`src/rtl/sync_fifo_pkg.sv`:
```
// -----------------------------------------------------------------------------
// sync_fifo_pkg
// Shared types for the sync_fifo_v2 family. Imported by the FIFO top and by
// anything that instantiates it, so the read-mode parameter is typed.
//   fifo_mode_e : FIFO_MODE_STD  - registered read, rdvalid pulses after rden
//                 FIFO_MODE_FWFT - head word always presented, rden pops it
// -----------------------------------------------------------------------------
package sync_fifo_pkg;

  typedef enum logic {
    FIFO_MODE_STD  = 1'b0,
    FIFO_MODE_FWFT = 1'b1
  } fifo_mode_e;

endpackage : sync_fifo_pkg

```
`src/rtl/sync_fifo_mem.sv`:
```
// -----------------------------------------------------------------------------
// sync_fifo_mem
// FIFO_DEPTH x FIFO_WIDTH storage array with one synchronous write port and
// one asynchronous read port. Holds no control state; the FIFO top owns the
// pointers and decides when a write really happens.
// Ports:
//   clk    in  clock
//   we     in  write enable, sampled on the rising edge
//   waddr  in  write address (0..FIFO_DEPTH-1)
//   wdata  in  write data
//   raddr  in  read address (0..FIFO_DEPTH-1)
//   rdata  out data at raddr, combinational
// -----------------------------------------------------------------------------
module sync_fifo_mem #(
  parameter int unsigned FIFO_DEPTH = 8,
  parameter int unsigned FIFO_WIDTH = 8,
  localparam int unsigned ADDR_W    = $clog2(FIFO_DEPTH)
) (
  input  logic                  clk,
  input  logic                  we,
  input  logic [ADDR_W-1:0]     waddr,
  input  logic [FIFO_WIDTH-1:0] wdata,
  input  logic [ADDR_W-1:0]     raddr,
  output logic [FIFO_WIDTH-1:0] rdata
);

  logic [FIFO_WIDTH-1:0] mem_q [FIFO_DEPTH];

  // NOTE: the array has no reset branch on purpose; a reset on storage turns
  // it into thousands of resettable flops instead of a RAM. Stale contents are
  // harmless because the pointers and count are reset.
  always_ff @(posedge clk) begin
    if (we) begin
      mem_q[waddr] <= wdata;
    end
  end

  assign rdata = mem_q[raddr];

endmodule : sync_fifo_mem

```
`src/rtl/sync_fifo_v2.sv`:
```
// -----------------------------------------------------------------------------
// sync_fifo_v2
// Single-clock FIFO with occupancy count, almost-full/almost-empty thresholds,
// selectable standard or first-word-fall-through read mode, and optional
// sticky overflow/underflow flags.
// Optional feature macro: SYNC_FIFO_ERR_EN (adds err_clr/overflow/underflow).
// Ports:
//   clk          in   clock, all state changes on the rising edge
//   rstn         in   synchronous active-low reset
//   wren/wrdata  in   write request and data
//   rden         in   STD: read strobe; FWFT: pop the presented head word
//   rddata       out  read data
//   rdvalid      out  rddata holds a valid word
//   full, almost_full, empty, almost_empty  out  flags decoded from count
//   count        out  current occupancy
//   err_clr      in   clear sticky error flags        (SYNC_FIFO_ERR_EN)
//   overflow     out  sticky: write dropped while full (SYNC_FIFO_ERR_EN)
//   underflow    out  sticky: read while empty         (SYNC_FIFO_ERR_EN)
// -----------------------------------------------------------------------------
module sync_fifo_v2
  import sync_fifo_pkg::*;
#(
  parameter int unsigned FIFO_DEPTH    = 8,
  parameter int unsigned FIFO_WIDTH    = 8,
  parameter int unsigned AFULL_THRESH  = FIFO_DEPTH - 1,
  parameter int unsigned AEMPTY_THRESH = 1,
  parameter fifo_mode_e  MODE          = FIFO_MODE_STD,
  localparam int unsigned CNT_W        = $clog2(FIFO_DEPTH + 1)
) (
  input  logic                  clk,
  input  logic                  rstn,
  input  logic                  wren,
  input  logic [FIFO_WIDTH-1:0] wrdata,
  input  logic                  rden,
  output logic [FIFO_WIDTH-1:0] rddata,
  output logic                  rdvalid,
  output logic                  full,
  output logic                  almost_full,
  output logic                  empty,
  output logic                  almost_empty,
  output logic [CNT_W-1:0]      count
`ifdef SYNC_FIFO_ERR_EN
  ,
  input  logic                  err_clr,
  output logic                  overflow,
  output logic                  underflow
`endif
);

  localparam int unsigned   PTR_W    = $clog2(FIFO_DEPTH);
  localparam logic [PTR_W-1:0] PTR_LAST = PTR_W'(FIFO_DEPTH - 1);
  localparam logic [CNT_W-1:0] DEPTH_C  = CNT_W'(FIFO_DEPTH);
  localparam logic [CNT_W-1:0] AFULL_C  = CNT_W'(AFULL_THRESH);
  localparam logic [CNT_W-1:0] AEMPTY_C = CNT_W'(AEMPTY_THRESH);

  logic [PTR_W-1:0]      wr_ptr_q, wr_ptr_d;
  logic [PTR_W-1:0]      rd_ptr_q, rd_ptr_d;
  logic [CNT_W-1:0]      count_q, count_d;
  logic [FIFO_WIDTH-1:0] rddata_q, rddata_d;
  logic                  rdvalid_q, rdvalid_d;

  logic                  wr_acc, rd_acc, mem_we;
  logic [FIFO_WIDTH-1:0] mem_rdata;

  // Flags decode only the count register, so no request input reaches them
  // combinationally.
  assign full         = (count_q == DEPTH_C);
  assign empty        = (count_q == '0);
  assign almost_full  = (count_q >= AFULL_C);
  assign almost_empty = (count_q <= AEMPTY_C);
  assign count        = count_q;

  // A full FIFO still takes a write when the same edge frees a slot.
  assign rd_acc = rden && !empty;
  assign wr_acc = wren && (!full || rd_acc);
  assign mem_we = wr_acc && rstn;

  sync_fifo_mem #(
    .FIFO_DEPTH (FIFO_DEPTH),
    .FIFO_WIDTH (FIFO_WIDTH)
  ) u_mem (
    .clk   (clk),
    .we    (mem_we),
    .waddr (wr_ptr_q),
    .wdata (wrdata),
    .raddr (rd_ptr_q),
    .rdata (mem_rdata)
  );

  // NOTE: every signal gets its hold/default value before any condition, so
  // no path leaves a variable unassigned and no latch is inferred.
  always_comb begin
    wr_ptr_d  = wr_ptr_q;
    rd_ptr_d  = rd_ptr_q;
    count_d   = count_q;
    rddata_d  = rddata_q;
    rdvalid_d = 1'b0;

    // Explicit wrap compare: FIFO_DEPTH need not be a power of two.
    if (wr_acc) wr_ptr_d = (wr_ptr_q == PTR_LAST) ? '0 : wr_ptr_q + 1'b1;
    if (rd_acc) rd_ptr_d = (rd_ptr_q == PTR_LAST) ? '0 : rd_ptr_q + 1'b1;

    if (wr_acc && !rd_acc)      count_d = count_q + 1'b1;
    else if (rd_acc && !wr_acc) count_d = count_q - 1'b1;

    // STD mode captures the head word at the accepting edge; FWFT bypasses
    // these registers entirely.
    if (MODE == FIFO_MODE_STD && rd_acc) begin
      rddata_d  = mem_rdata;
      rdvalid_d = 1'b1;
    end
  end

  // NOTE: rstn is sampled only at the clock edge (synchronous reset), and all
  // state uses non-blocking assignments so every flop updates from pre-edge
  // values regardless of statement order.
  always_ff @(posedge clk) begin
    if (!rstn) begin
      wr_ptr_q  <= '0;
      rd_ptr_q  <= '0;
      count_q   <= '0;
      rddata_q  <= '0;
      rdvalid_q <= 1'b0;
    end else begin
      wr_ptr_q  <= wr_ptr_d;
      rd_ptr_q  <= rd_ptr_d;
      count_q   <= count_d;
      rddata_q  <= rddata_d;
      rdvalid_q <= rdvalid_d;
    end
  end

  // FWFT drives zero while empty so the output never exposes unreset storage.
  assign rddata  = (MODE == FIFO_MODE_FWFT) ? (empty ? '0 : mem_rdata) : rddata_q;
  assign rdvalid = (MODE == FIFO_MODE_FWFT) ? !empty : rdvalid_q;

`ifdef SYNC_FIFO_ERR_EN
  logic overflow_q, overflow_d;
  logic underflow_q, underflow_d;

  // A new event in the clearing cycle wins over err_clr.
  always_comb begin
    overflow_d  = (wren && full && !rd_acc) || (overflow_q && !err_clr);
    underflow_d = (rden && empty) || (underflow_q && !err_clr);
  end

  always_ff @(posedge clk) begin
    if (!rstn) begin
      overflow_q  <= 1'b0;
      underflow_q <= 1'b0;
    end else begin
      overflow_q  <= overflow_d;
      underflow_q <= underflow_d;
    end
  end

  assign overflow  = overflow_q;
  assign underflow = underflow_q;
`endif

endmodule : sync_fifo_v2
```
`config.mk`:
```
export PLATFORM = sky130hd
export DESIGN_NAME = sync_fifo_v2
export DESIGN_NICKNAME = d
export VERILOG_FILES = /design/src/rtl/sync_fifo_pkg.sv /design/src/rtl/sync_fifo_mem.sv /design/src/rtl/sync_fifo_v2.sv
export SDC_FILE = /design/constraint.sdc
export NUM_CORES = 1
export LEC_CHECK = 0
export CORE_UTILIZATION = 50
export DETAILED_ROUTE_END_ITERATION = 8
export PLACE_DENSITY = 0.73
export SETUP_SLACK_MARGIN = 0.05
export SLEW_MARGIN = 25
export SYNTH_ARGS = -nofsm -noshare
export SYNTH_HDL_FRONTEND = slang
export SYNTH_HIERARCHICAL = 1
export SYNTH_SLANG_ARGS = --single-unit
```
`constraint.sdc`:
```
create_clock -name clk -period 2.5 [get_ports clk]
set_clock_uncertainty 0.1 [all_clocks]
set_input_delay 0.375 -clock clk [delete_from_list [all_inputs] [get_ports clk]]
set_output_delay 0.375 -clock clk [all_outputs]
set_load 0.02 [all_outputs]
```
==> reports/metrics.csv, run 1 <==
stage,metric,value,unit
status,outcome,finished clean,
yosys,synth_seq_cells,83,
cells_and_area,layout-drive-gt1-share,0.1815,
clock_tree,cts.htree.levels,3,
critical_path,crit_type,reg -> out,
timing,fin_crit_sh,0.9364,
clock_tree,root_buffer,clkbuf_8,
grt,use_met3,0.04961,
critical_path,worstSetupEndpointType,output port,
pwr,p_per_area,912.1,nW/um^2
cells_and_area,final_cell_mix,"64 x edfxtp_1, 26 x clkdlybuf4s50_1, 17 x dfxtp_1",
timing,fin_tns_setup,0,ps
routing,viasPerCell,5.497,
yosys,synth.avg_cell_area,16.34,um^2
critical_path,crit_family,buffers and inverters,
grt,antenna_found_initial,0,
placed_design,gp_congestion,0.7813,
timing,max_freq,427.2,MHz
grt,grt_overflow,0,
cells_and_area,fillers,486,
die,fp.dieH,85.23,um
cells_and_area,diodes,0,
worst_hold_path,hold_class,reg -> reg,
yosys,async_flop_share,0,
pwr,leakagePower,1.447,nW
die,die_x,85.23,um
timing,setup_viol,0,
clock_tree,clock-sinks,83,
clock_tree,clkTransAtPathRegs,80,ps
cells_and_area,fin_util,0.6303,
critical_path,critPathRequiredTime,2030,ps
timing,finalHoldViolCount,0,
placed_design,numPortBuffers,28,
placed_design,dp_slack,212.3,ps
cells_and_area,syn_to_final_growth,18.86,%
critical_path,crit_chain,"inv_1, ha_1, or3b_4, inv_2, dlygate4sd2_1",
yosys,synth.distinct_cells,34,
yosys,synth_edf_count,64,
pwr,peakVddDrop,0.0004622,V
cells_and_area,ff_latch_area,2305,um^2
cells_and_area,finalNetCount,275,
critical_path,path_buf_inv,3,
yosys,synth_top_flop_cell,edfxtp_1,
routing,vias,1847,
routing,wire_per_inst,16.88,um
clock_tree,clock_latency,340,ps
critical_path,cp-start-kind,flip-flop,
yosys,syn_area,3463,um^2
routing,drt_iter0_drc,113,
grt,busiest_layer,met2,
cells_and_area,final_common_cell,edfxtp_1,
timing,slew_viol_final,0,
timing,setup_ws,159.1,ps
die,ios,29,
cells_and_area,multiInputGateArea,1066,um^2
die,coreArea,6531,um^2
clock_tree,cts_hold_buffers,0,
clock_tree,cts_buffers,9,
yosys,syn-num-nets,232,
yosys,yosysSeqAreaShare,0.6647,
grt,grt_max_degree,20,
yosys,synth_warnings,6,
routing,drtPass1Iterations,4,
placed_design,dp_cells,321,
grt,grt_pass1_wl,9.301,mm
critical_path,cp_slowest_cell,or3b_4,
die,dieArea,7263,um^2
timing,finalCriticalPeriod,2341,ps
critical_path,path_max_fanout,12,
cells_and_area,layout.cells.non_filler,336,
grt,grt_util_all_layers,0.1791,
timing,worstMarginPinSlew,723.6,ps
grt,use_met2,0.2757,
yosys,netlist_instances,212,
critical_path,cpPeakStageDelay,470,ps
routing,ant_nets,0,
grt,use_met1,0.2409,
die,row_count,29,
critical_path,arrival,1870,ps
die,start_util,0.5303,
job,cap_viol_max_count,0,
grt,grt_pass1_vias,1811,
clock_tree,clk_path_buf_depth,2,
clock_tree,tritoncts,done,
timing,rsz0062_at_grt,false,
routing,postRouteWirelength,5.672,mm
timing,max_slew_margin,0.5169,
placed_design,place_hpwl,3.709,mm
timing,hold_ws,381.3,ps
routing,post-route-drc-count,0,
## tightest hold or removal path, cell delays in order, from the launching register on
cell and delay [ps]:
dfxtp_1 310, o21ai_1 60, a21oi_1 60
## synthesized netlist by cell type (3+ instances only)
library cell	n	area, um^2
o21ai_1	9	45.04
nand3_1	9	45.04
edfxtp_1	64	1922
mux4_1	15	394.1
mux2_2	8	90.09
o21ai_0	3	15.01
a21oi_1	12	60.06
nand2_1	8	30.03
mux2i_1	6	60.06
nor3_1	3	15.01
buf_2	5	25.02
nor2_1	10	37.54
nand2b_1	4	25.02
ha_1	8	100.1
inv_1	5	18.77
dfxtp_1	19	380.4
## logic make-up after synthesis
family,Yosys count,share of synthesized area
AOI/OAI and AO/OA,27,0.04155
buffers and inverters,18,0.03035
DFF,83,0.6647
and+or+nand+nor,44,0.06575
adders and majority gates,8,0.02890
xor gates and xnor gates,2,0.005059
muxes,30,0.1637
## final cells by class
cell class | instances | share of cell area
flip-flops and latches | 83 | 0.5599
multi-input cells | 111 | 0.2590
inverters | 6 | 0.005471
repair buffers | 44 | 0.1006
clock inverters | 6 | 0.02158
well taps | 77 | 0.02340
clock buffers | 9 | 0.03009
## timing repair
action / in CTS / in global routing
pin swaps: 0 / 0
buffers inserted: 0 / 0
hold endpoints to repair: 0 / 0
endpoints found under the setup margin: 1 / 1
gates resized for setup: 1 / 1
## power breakdown
group | internal [mW] | leakage, nW | total (mW) | switching, mW
Sequential | 1.59 | 0.734 | 1.69 | 0.0938
Combinational | 0.535 | 0.611 | 1.05 | 0.514
Clock | 0.558 | 0.102 | 1.02 | 0.462
## worst paths after layout
path                          startpoint                     end  slack, ps  cells past startpoint
hold reg to reg   rddata[7]$_SDFFE_PN0P_  rddata[7]$_SDFFE_PN0P_        380                      2
hold / removal    rddata[7]$_SDFFE_PN0P_  rddata[7]$_SDFFE_PN0P_        380                      2
setup reg to reg   count[0]$_SDFFE_PN0P_   count[3]$_SDFFE_PN0P_        200                      8
setup / recovery   count[1]$_SDFFE_PN0P_                   empty        160                      5
## state kept, by name (all words and copies together), names as in the netlist
signal	cells
count	4
rd_ptr_q	3
rddata	8
rdvalid	1
u_mem/mem_q	64
wr_ptr_q	3
## through the flow
step                      cell area (um^2)  power [mW]
after detailed placement              3902       2.784
after floorplan                       3476       2.460
after global placement                3902       2.772
final                                 4116       3.755
after CTS                             4114       3.792
after global routing                  4116       3.952
## metal layers
metal,up-vias,wire length [um]
met1,888,2729
met4,0,87
met3,8,202
met5,-,0
met2,39,2653
li1,912,-
Note: power is estimated with default switching activity, not from simulation.
==> inputs of run 2 (changes only) <==
REMOVE_ABC_BUFFERS = 1   (was unset)
==> run 2 against run 1 <==
  * Critical path type unchanged
  * Routed wire length up 3.9%
  * Critical path depth unchanged
  * Count of clock-buffer cells in the layout unchanged
  * Final cell count up 1.2%
  * Cell area up 1.0%
  * Highest routed layer unchanged
  * Die area unchanged
  * Largest cell class unchanged
==> reports/metrics.csv, run 2 (synthesis gave the netlist of run 1 again) <==
stage,metric,value,unit,change
cells_and_area,regMostFlops,u_mem/mem_q,,
cells_and_area,layout-drive-gt1-share,0.1825,,+0.001042
timing,finalCriticalPeriod,2319,ps,-22.03 ps
routing,ant_nets,0,,unchanged
clock_tree,clock_latency,350,ps,about the same
routing,drt_iter0_drc,102,,-9.7%
clock_tree,root_buffer,clkbuf_8,,
cells_and_area,diodes,0,,unchanged
pwr,peakVddDrop,0.0004668,V,+1.0%
clock_tree,post-cts-setup-buffer-count,0,,unchanged
clock_tree,cts_hold_buffers,0,,unchanged
placed_design,numPortBuffers,28,,unchanged
job,cap_viol_max_count,0,,unchanged
routing,postRouteWirelength,5.893,mm,+3.9%
critical_path,crit_chain,"inv_1, ha_1, or3b_4, inv_2, dlygate4sd2_1",,
die,dieArea,7263,um^2,unchanged
critical_path,worstReg2RegStart,count[1]$_SDFFE_PN0P_,,
critical_path,cp-start-kind,flip-flop,,
timing,fin_tns_setup,0,ps,unchanged
grt,busiest_layer,met2,,
timing,slew_viol_final,0,,unchanged
timing,setup_viol,0,,unchanged
routing,post-route-drc-count,0,,unchanged
critical_path,crit_start,count[1]$_SDFFE_PN0P_,,
placed_design,gp_congestion,0.7908,,+1.2%
critical_path,cpPeakStageDelay,470,ps,about the same
grt,grt_pass1_vias,1842,,+1.7%
cells_and_area,fillers,471,,-3.1%
cells_and_area,finalNetCount,279,,+1.5%
clock_tree,cts_buffers,9,,unchanged
timing,max_slew_margin,0.5229,,+0.005975
worst_hold_path,hold_class,reg -> reg,,
grt,antenna_found_initial,0,,unchanged
grt,grt_util_all_layers,0.1788,,-0.0002296
die,coreArea,6531,um^2,unchanged
grt,grt_max_degree,20,,unchanged
grt,use_met1,0.2166,,-0.02436
critical_path,path_max_fanout,12,,unchanged
timing,fin_crit_sh,0.9276,,-0.008812
grt,use_met2,0.3006,,+0.02493
timing,finalHoldViolCount,0,,unchanged
die,ios,29,,unchanged
grt,grt_pass1_wl,9.266,mm,-0.38%
clock_tree,tritoncts,done,,
routing,wire_per_inst,17.33,um,+2.7%
grt,grt_overflow,0,,unchanged
critical_path,critPathRequiredTime,2030,ps,about the same
critical_path,worstSetupEndpointType,output port,,
clock_tree,ctsResizeCount,1,,unchanged
critical_path,cp_slowest_cell,or3b_4,,
pwr,p_per_area,932.9,nW/um^2,+2.3%
clock_tree,clock-sinks,83,,unchanged
die,fp.dieH,85.23,um,unchanged
worst_hold_path,min_from,rddata[6]$_SDFFE_PN0P_,,
timing,max_freq,431.2,MHz,+0.95%
die,start_util,0.5303,,unchanged
grt,use_met3,0.06226,,+0.01265
routing,viasPerCell,5.526,,+0.54%
cells_and_area,syn_to_final_growth,20.09,%,
critical_path,arrival,1840,ps,-30 ps
cells_and_area,largest_register_ffs,64,,unchanged
cells_and_area,final_cell_mix,"64 x edfxtp_1, 27 x clkdlybuf4s50_1, 19 x buf_4",,
cells_and_area,final_common_cell,edfxtp_1,,
clock_tree,clk_path_buf_depth,2,,unchanged
placed_design,place_hpwl,3.919,mm,+5.6%
routing,vias,1879,,+1.7%
clock_tree,clkTransAtPathRegs,80,ps,about the same
clock_tree,cts.htree.levels,3,,unchanged
timing,worstMarginPinSlew,714.7,ps,-8.950 ps
status,outcome,finished clean,,
routing,drtPass1Iterations,4,,unchanged
cells_and_area,layout.cells.non_filler,340,,+1.2%
pwr,leakagePower,1.467,nW,+1.4%
die,row_count,29,,unchanged
critical_path,crit_type,reg -> out,,
placed_design,dp_cells,325,,+1.2%
die,die_x,85.23,um,unchanged
timing,rsz0062_at_grt,false,,
[run 2: power by group]
group | switching [mW] | internal (mW) | total (mW)
clock network | 0.461 | 0.661 | 1.12
logic | 0.530 | 0.550 | 1.08
registers | 0.0878 | 1.59 | 1.68
total | 1.08 | 2.80 | 3.88
[run 2: layout make-up]
cell class,instances,area [um^2],share of cell area
repair buffers,48,441.7,0.1062
clock buffers,9,123.9,0.02978
flip-flops and latches,83,2303,0.5539
inverters,6,22.52,0.005415
well taps,77,96.34,0.02316
multi-input cells,111,1056,0.2539
clock inverters,6,115.1,0.02768
[run 2: final timing paths]
kind | end | slack, ps | cells past startpoint
worst min-delay path | rddata[6]$_SDFFE_PN0P_ | 380 | 2
worst max-delay path | empty | 180 | 5
worst max register to register | count[3]$_SDFFE_PN0P_ | 260 | 8
worst min register to register | rddata[6]$_SDFFE_PN0P_ | 380 | 2
[run 2: routing by layer]
metal	wire, um	part of all wire	vias up
met5	0	0	-
met1	2587	0.44	905
met2	2975	0.50	41
met3	225	0.038	9
li1	-	-	924
met4	105	0.018	0
[run 2: worst max-delay path, delay by kind of cell (launching register included)]
family,cells,cell delay (ps)
adder cells (fa/ha/maj),1,190
AND/OR/NAND/NOR,1,470
buffers and inverters,3,480
flip-flops,1,350
[run 2: per-stage QoR]
stage / hold WS [ps] / instance area, um^2 / power (mW) / util / setup WS (ps)
finish: 375.7 / 4159 / 3.880 / 0.6368 / 181.1
global route: 410.2 / 4159 / 4.062 / 0.6368 / 81.79
CTS: 379.0 / 4158 / 3.914 / 0.6366 / 128.7
detailed placement: 368.3 / 3920 / 2.798 / 0.6002 / 202.5
global placement: 361.1 / 3920 / 2.790 / 0.6002 / 268.1
floorplan: 360.2 / 3381 / 2.364 / - / 9.003
==> inputs of run 3 (changes only) <==
PLACE_DENSITY = 0.7   (was 0.73)
clock period = 2.2 ns   (was 2.5 ns; I/O delays follow)
==> run 3 against run 2 <==
  * Count of clock-buffer cells in the layout rose by 1
  * Hold slack gained 7.0 ps
  * Highest routed layer unchanged
  * Routed wire length grew 3.9%
  * Utilization down 0.096 points
==> reports/metrics.csv, run 3 (synthesis gave the netlist of run 1 again) <==
stage,metric,value,unit,change
cells_and_area,diodes,0,,unchanged
clock_tree,cts_buffers,9,,unchanged
critical_path,r2r_slack,170,ps,-90 ps
die,die_x,85.23,um,unchanged
placed_design,dp_slack,26.85,ps,-175.6 ps
cells_and_area,multiInputGateArea,1074,um^2,+1.7%
timing,max_freq,493.1,MHz,
worst_hold_path,hold_class,reg -> reg,,
grt,grt_pass1_vias,1974,,+7.2%
critical_path,crit_type,reg -> reg,,
grt,antenna_found_initial,0,,unchanged
clock_tree,cts.htree.levels,3,,unchanged
die,dieArea,7263,um^2,unchanged
timing,setup_ws,171.9,ps,-9.169 ps
critical_path,cpPeakStageDelay,400,ps,-70 ps
clock_tree,clock-sinks,83,,unchanged
routing,drtPass1Iterations,4,,unchanged
cells_and_area,ff_latch_area,2302,um^2,about the same
critical_path,cp_slowest_cell,or3b_4,,
routing,wire_per_inst,17.75,um,+2.4%
critical_path,crit_chain,"inv_1, ha_4, or3b_4, nand2_2, ha_2, buf_4, mux2i_1, or3_1, a21oi_1",,
cells_and_area,layout.cells.non_filler,345,,+1.5%
pwr,leakagePower,1.469,nW,+0.13%
timing,finalCriticalPeriod,2028,ps,
routing,vias,1930,,+2.7%
clock_tree,post-cts-setup-buffer-count,0,,unchanged
clock_tree,cts_hold_buffers,0,,unchanged
timing,slew_viol_final,0,,unchanged
job,cap_viol_max_count,0,,unchanged
routing,ant_nets,0,,unchanged
cells_and_area,finalNetCount,283,,+1.4%
clock_tree,tritoncts,done,,
cells_and_area,layout-drive-gt1-share,0.2052,,+0.02271
placed_design,place_hpwl,4.169,mm,+6.4%
grt,grt_overflow,0,,unchanged
clock_tree,clkTransAtPathRegs,80,ps,about the same
cells_and_area,final_cell_mix,"64 x edfxtp_1, 24 x clkdlybuf4s50_1, 23 x buf_4",,
grt,grt_util_all_layers,0.1908,,+0.01192
timing,setup_viol,0,,unchanged
timing,finalHoldViolCount,0,,unchanged
clock_tree,clock_latency,350,ps,about the same
cells_and_area,syn_to_final_growth,19.91,%,
timing,hold_ws,382.7,ps,+6.987 ps
grt,grt_max_degree,20,,unchanged
pwr,peakVddDrop,0.0004765,V,+2.1%
clock_tree,clk_path_buf_depth,2,,unchanged
routing,postRouteWirelength,6.123,mm,+3.9%
routing,viasPerCell,5.594,,+1.2%
die,ios,29,,unchanged
cells_and_area,fillers,487,,+3.4%
routing,drt_iter0_drc,120,,+18%
die,start_util,0.5303,,unchanged
critical_path,arrival,2210,ps,+370 ps
die,coreArea,6531,um^2,unchanged
placed_design,gp_congestion,0.7243,,-8.4%
placed_design,numPortBuffers,28,,unchanged
routing,post-route-drc-count,0,,unchanged
critical_path,cp-start-kind,flip-flop,,
die,row_count,29,,unchanged
timing,worstMarginPinSlew,754.7,ps,+40.05 ps
pwr,p_per_area,1021,nW/um^2,+9.4%
die,fp.dieH,85.23,um,unchanged
critical_path,path_max_fanout,4,,-8
critical_path,worstSetupEndpointType,flip-flop,,
timing,max_slew_margin,0.4962,,-0.02674
clock_tree,ctsResizeCount,4,,+3
cells_and_area,largest_register_ffs,64,,unchanged
grt,grt_pass1_wl,10.03,mm,+8.2%
critical_path,critPathRequiredTime,2380,ps,+350 ps
timing,fin_crit_sh,0.9219,,
cells_and_area,final_common_cell,edfxtp_1,,
placed_design,dp_cells,329,,+1.2%
timing,rsz0062_at_grt,false,,
cells_and_area,regMostFlops,u_mem/mem_q,,
clock_tree,root_buffer,clkbuf_8,,
status,outcome,finished clean,,
run 3: cell type report:
type                            count  area share
Multi-Input combinational cell    111      0.2585
Sequential cell                    83      0.5544
Tap cell                           77     0.02320
Clock inverter                      6     0.01597
Inverter                            6    0.005423
Timing Repair Buffer               52      0.1118
Clock buffer                       10     0.03073
run 3: metal layers:
layer | vias up | track usage | routed length [um]
met1 | 943 | 0.2540 | 2836
met2 | 47 | 0.3050 | 3012
met3 | 9 | 0.03502 | 185
li1 | 931 | - | -
met5 | - | 0 | 0
met4 | 0 | 0.09399 | 89
run 3: path summary, 6_finish.rpt:
check	cells after the start	start	endpoint
setup / recovery	9	count[0]$_SDFFE_PN0P_	count[2]$_SDFFE_PN0P_
hold / removal	2	rddata[0]$_SDFFE_PN0P_	rddata[0]$_SDFFE_PN0P_
setup reg to reg	9	count[0]$_SDFFE_PN0P_	count[2]$_SDFFE_PN0P_
hold reg to reg	2	rddata[0]$_SDFFE_PN0P_	rddata[0]$_SDFFE_PN0P_
run 3: where the power goes:
part | total [mW] | internal, mW | switching [mW]
Clock | 1.05 | 0.524 | 0.526
Combinational | 1.29 | 0.657 | 0.636
Sequential | 1.90 | 1.81 | 0.0910
run 3: per-stage QoR:
stage | util | setup TNS [ps] | power, mW | area, um^2
final | 0.6358 | 0 | 4.240 | 4153
after global routing | 0.6358 | 0 | 4.461 | 4153
after CTS | 0.6337 | 0 | 4.248 | 4139
after detailed placement | 0.6048 | 0 | 3.230 | 3950
after global placement | 0.6048 | 0 | 3.217 | 3950
after floorplan | - | -7611 | 2.687 | 3381
run 3: critical path: cells and delay by family (launching register included):
family | cells | cell delay [ps]
AOI/OAI and AO/OA | 1 | 140
muxes | 1 | 80
and+or+nand+nor | 3 | 790
adders and majority gates | 2 | 320
DFF | 1 | 320
buffers and inverters | 2 | 210
==> RTL edit: new RTL, settings of run 1 <==
Build with the macro `SYNC_FIFO_ERR_EN` defined.
--- a/src/rtl/sync_fifo_v2.sv
+++ b/src/rtl/sync_fifo_v2.sv
@@ -19,2 +19,4 @@
 // -----------------------------------------------------------------------------
+`define SYNC_FIFO_ERR_EN
+
 module sync_fifo_v2
Interface: changed (added err_clr, overflow and underflow); port bits go from 29 to 32. The function was not compared with the original's and may differ.
==> RTL edit against run 1 <==
Largest cell class unchanged; setup slack improved by 0.0094 ns; synthesized area increased by 2.0%; sequential cell count increased by 2; critical path type unchanged; sequential share of layout area decreased by 0.25 points; utilization decreased by 1.1 points; design area increased by 2.2%; final cell count increased by 9.2%; power decreased by 1.0%; wire length increased by 6.0%.
==> RTL edit: results (changes against run 1) <==
metric,value,unit,change
WL per Instance,16.4,um,-2.9%
Static Leakage,1.47,nW,+1.3%
syn_area_per_cell,16.1,sq um,-1.7%
"Reg clk slew, reported paths",0.08,ns,about the same
DP HPWL,3960,um,+6.9%
placed cells,351,,+9.3%
"top cells by count, synth","64 x edfxtp_1, 21 x dfxtp_1, 15 x a21oi_1, 15 x mux4_1, 11 x nor2_1",,
share of layout cells above drive strength 1,17.7,%,-0.43 points
PortBufs,31,,+11%
Clock group,894,uW,-12%
peak supply drop,0.386,mV,-16%
DRT iter0 DRCs,81,,-28%
vias,1931,,+4.5%
Layout Nets,287,,+4.4%
WHS Endpoint,overflow,,
worst slew pin tran,0.745,ns,+0.0216 ns
syn nets,241,,+3.9%
pin count of the biggest net entering global routing,20,,unchanged
Layout Cells excl Fill,367,,+9.2%
Combinational Power Share,29.4,%,+1.5 points
Post-synth EDFFs,64,,unchanged
Yosys warning count,6,,unchanged
status,"finished, final reports clean",,
Num CTS Buffers,9,,unchanged
Area contributors post-synth,"edfxtp_1 54%, dfxtp_1 12%, mux4_1 11%",,
flop2flop setup slack,0.25,ns,+0.05 ns
post-synthesis mux area share,16.0,%,-0.32 points
insertion delay to the later sink of the worst-skew pair,0.36,ns,+0.02 ns
setup bufs post-CTS,0,,unchanged
complex-gate fraction of the synthesized area,4.25,%,+0.096 points
xor/xnor share of the synthesized area,0.496,%,-0.0099 points
initial antenna violation count,0,,unchanged
sw frac,31.0,%,+2.5 points
register area share after synthesis,66.3,%,-0.16 points
hold path start,overflow,,
hold_ws,0.368,ns,-0.0131 ns
adder-cell share of the synthesized area,2.83,%,-0.056 points
post-CTS sizing,1,,unchanged
GPL Wtd Cong,0.723,,-7.4%
global-route wire length before repair,9740,um,+4.7%
Worst path slowest cell,or3b_4,,
total track usage,18.4,%,+0.47 points
placed inst area,0.00403,sq mm,+3.2%
hold depth,2,,unchanged
Inserted Diodes,0,,unchanged
==> RTL edit: changes by cell type after synthesis, sizes merged <==
cell	change
a21oi	+2
buf	-1
clkbuf	+1
dfxtp	+2
nand2b	+1
nand3b	+1
nor2	+1
nor2b	+1
==> RTL edit: logic make-up (layout without fill, tap and decap cells) <==
logic type	Yosys count	in the layout
AOI/OAI and AO/OA	29	29
and+or+nand+nor	48	48
DFF	85	85
xor gates and xnor gates	2	2
buffers and inverters	18	69
adders and majority gates	8	8
muxes	30	30
==> RTL edit: layout make-up <==
class / count / area [sq um]
Tap cell: 96 / 120
Multi-Input combinational cell: 117 / 1100
Sequential cell: 85 / 2340
Clock inverter: 7 / 57.6
Timing Repair Buffer: 47 / 442
Inverter: 6 / 22.5
Clock buffer: 9 / 124
Fill cell: 521 / 2590
==> RTL edit: critical path, delay by kind of cell, from the launching register on <==
family | cells | cell delay, ns
adders and majority gates | 1 | 0.19
and+or+nand+nor | 1 | 0.47
DFF | 1 | 0.35
buffers and inverters | 3 | 0.48
==> RTL edit: worst max path at each step <==
stage / start / to / slack, ns / cells after the start
finish: count[1] / empty / 0.17 / 5
global route: count[1] / empty / 0.08 / 5
CTS: count[1] / empty / 0.15 / 5
detailed placement: rden / u_mem/mem_q[1][6] / 0.25 / 7
global placement: rden / u_mem/mem_q[1][6] / 0.26 / 7
floorplan: count[0] / count[3] / 0.13 / 9
==> RTL edit: stage by stage <==
step	util [%]	total power [mW]
floorplan	-	2.51
global placement	59.3	2.85
detailed placement	59.3	2.86
CTS	61.9	3.74
global route	61.9	3.91
finish	61.9	3.72
==> RTL edit: layer usage <==
metal  track usage (%)  up-vias  routed length, um
li1                  -      951                  -
met1              24.9      932               2840
met2              28.8       40               2870
met3              3.75        8                195
met4              8.64        0                107
met5                 0        -                  0
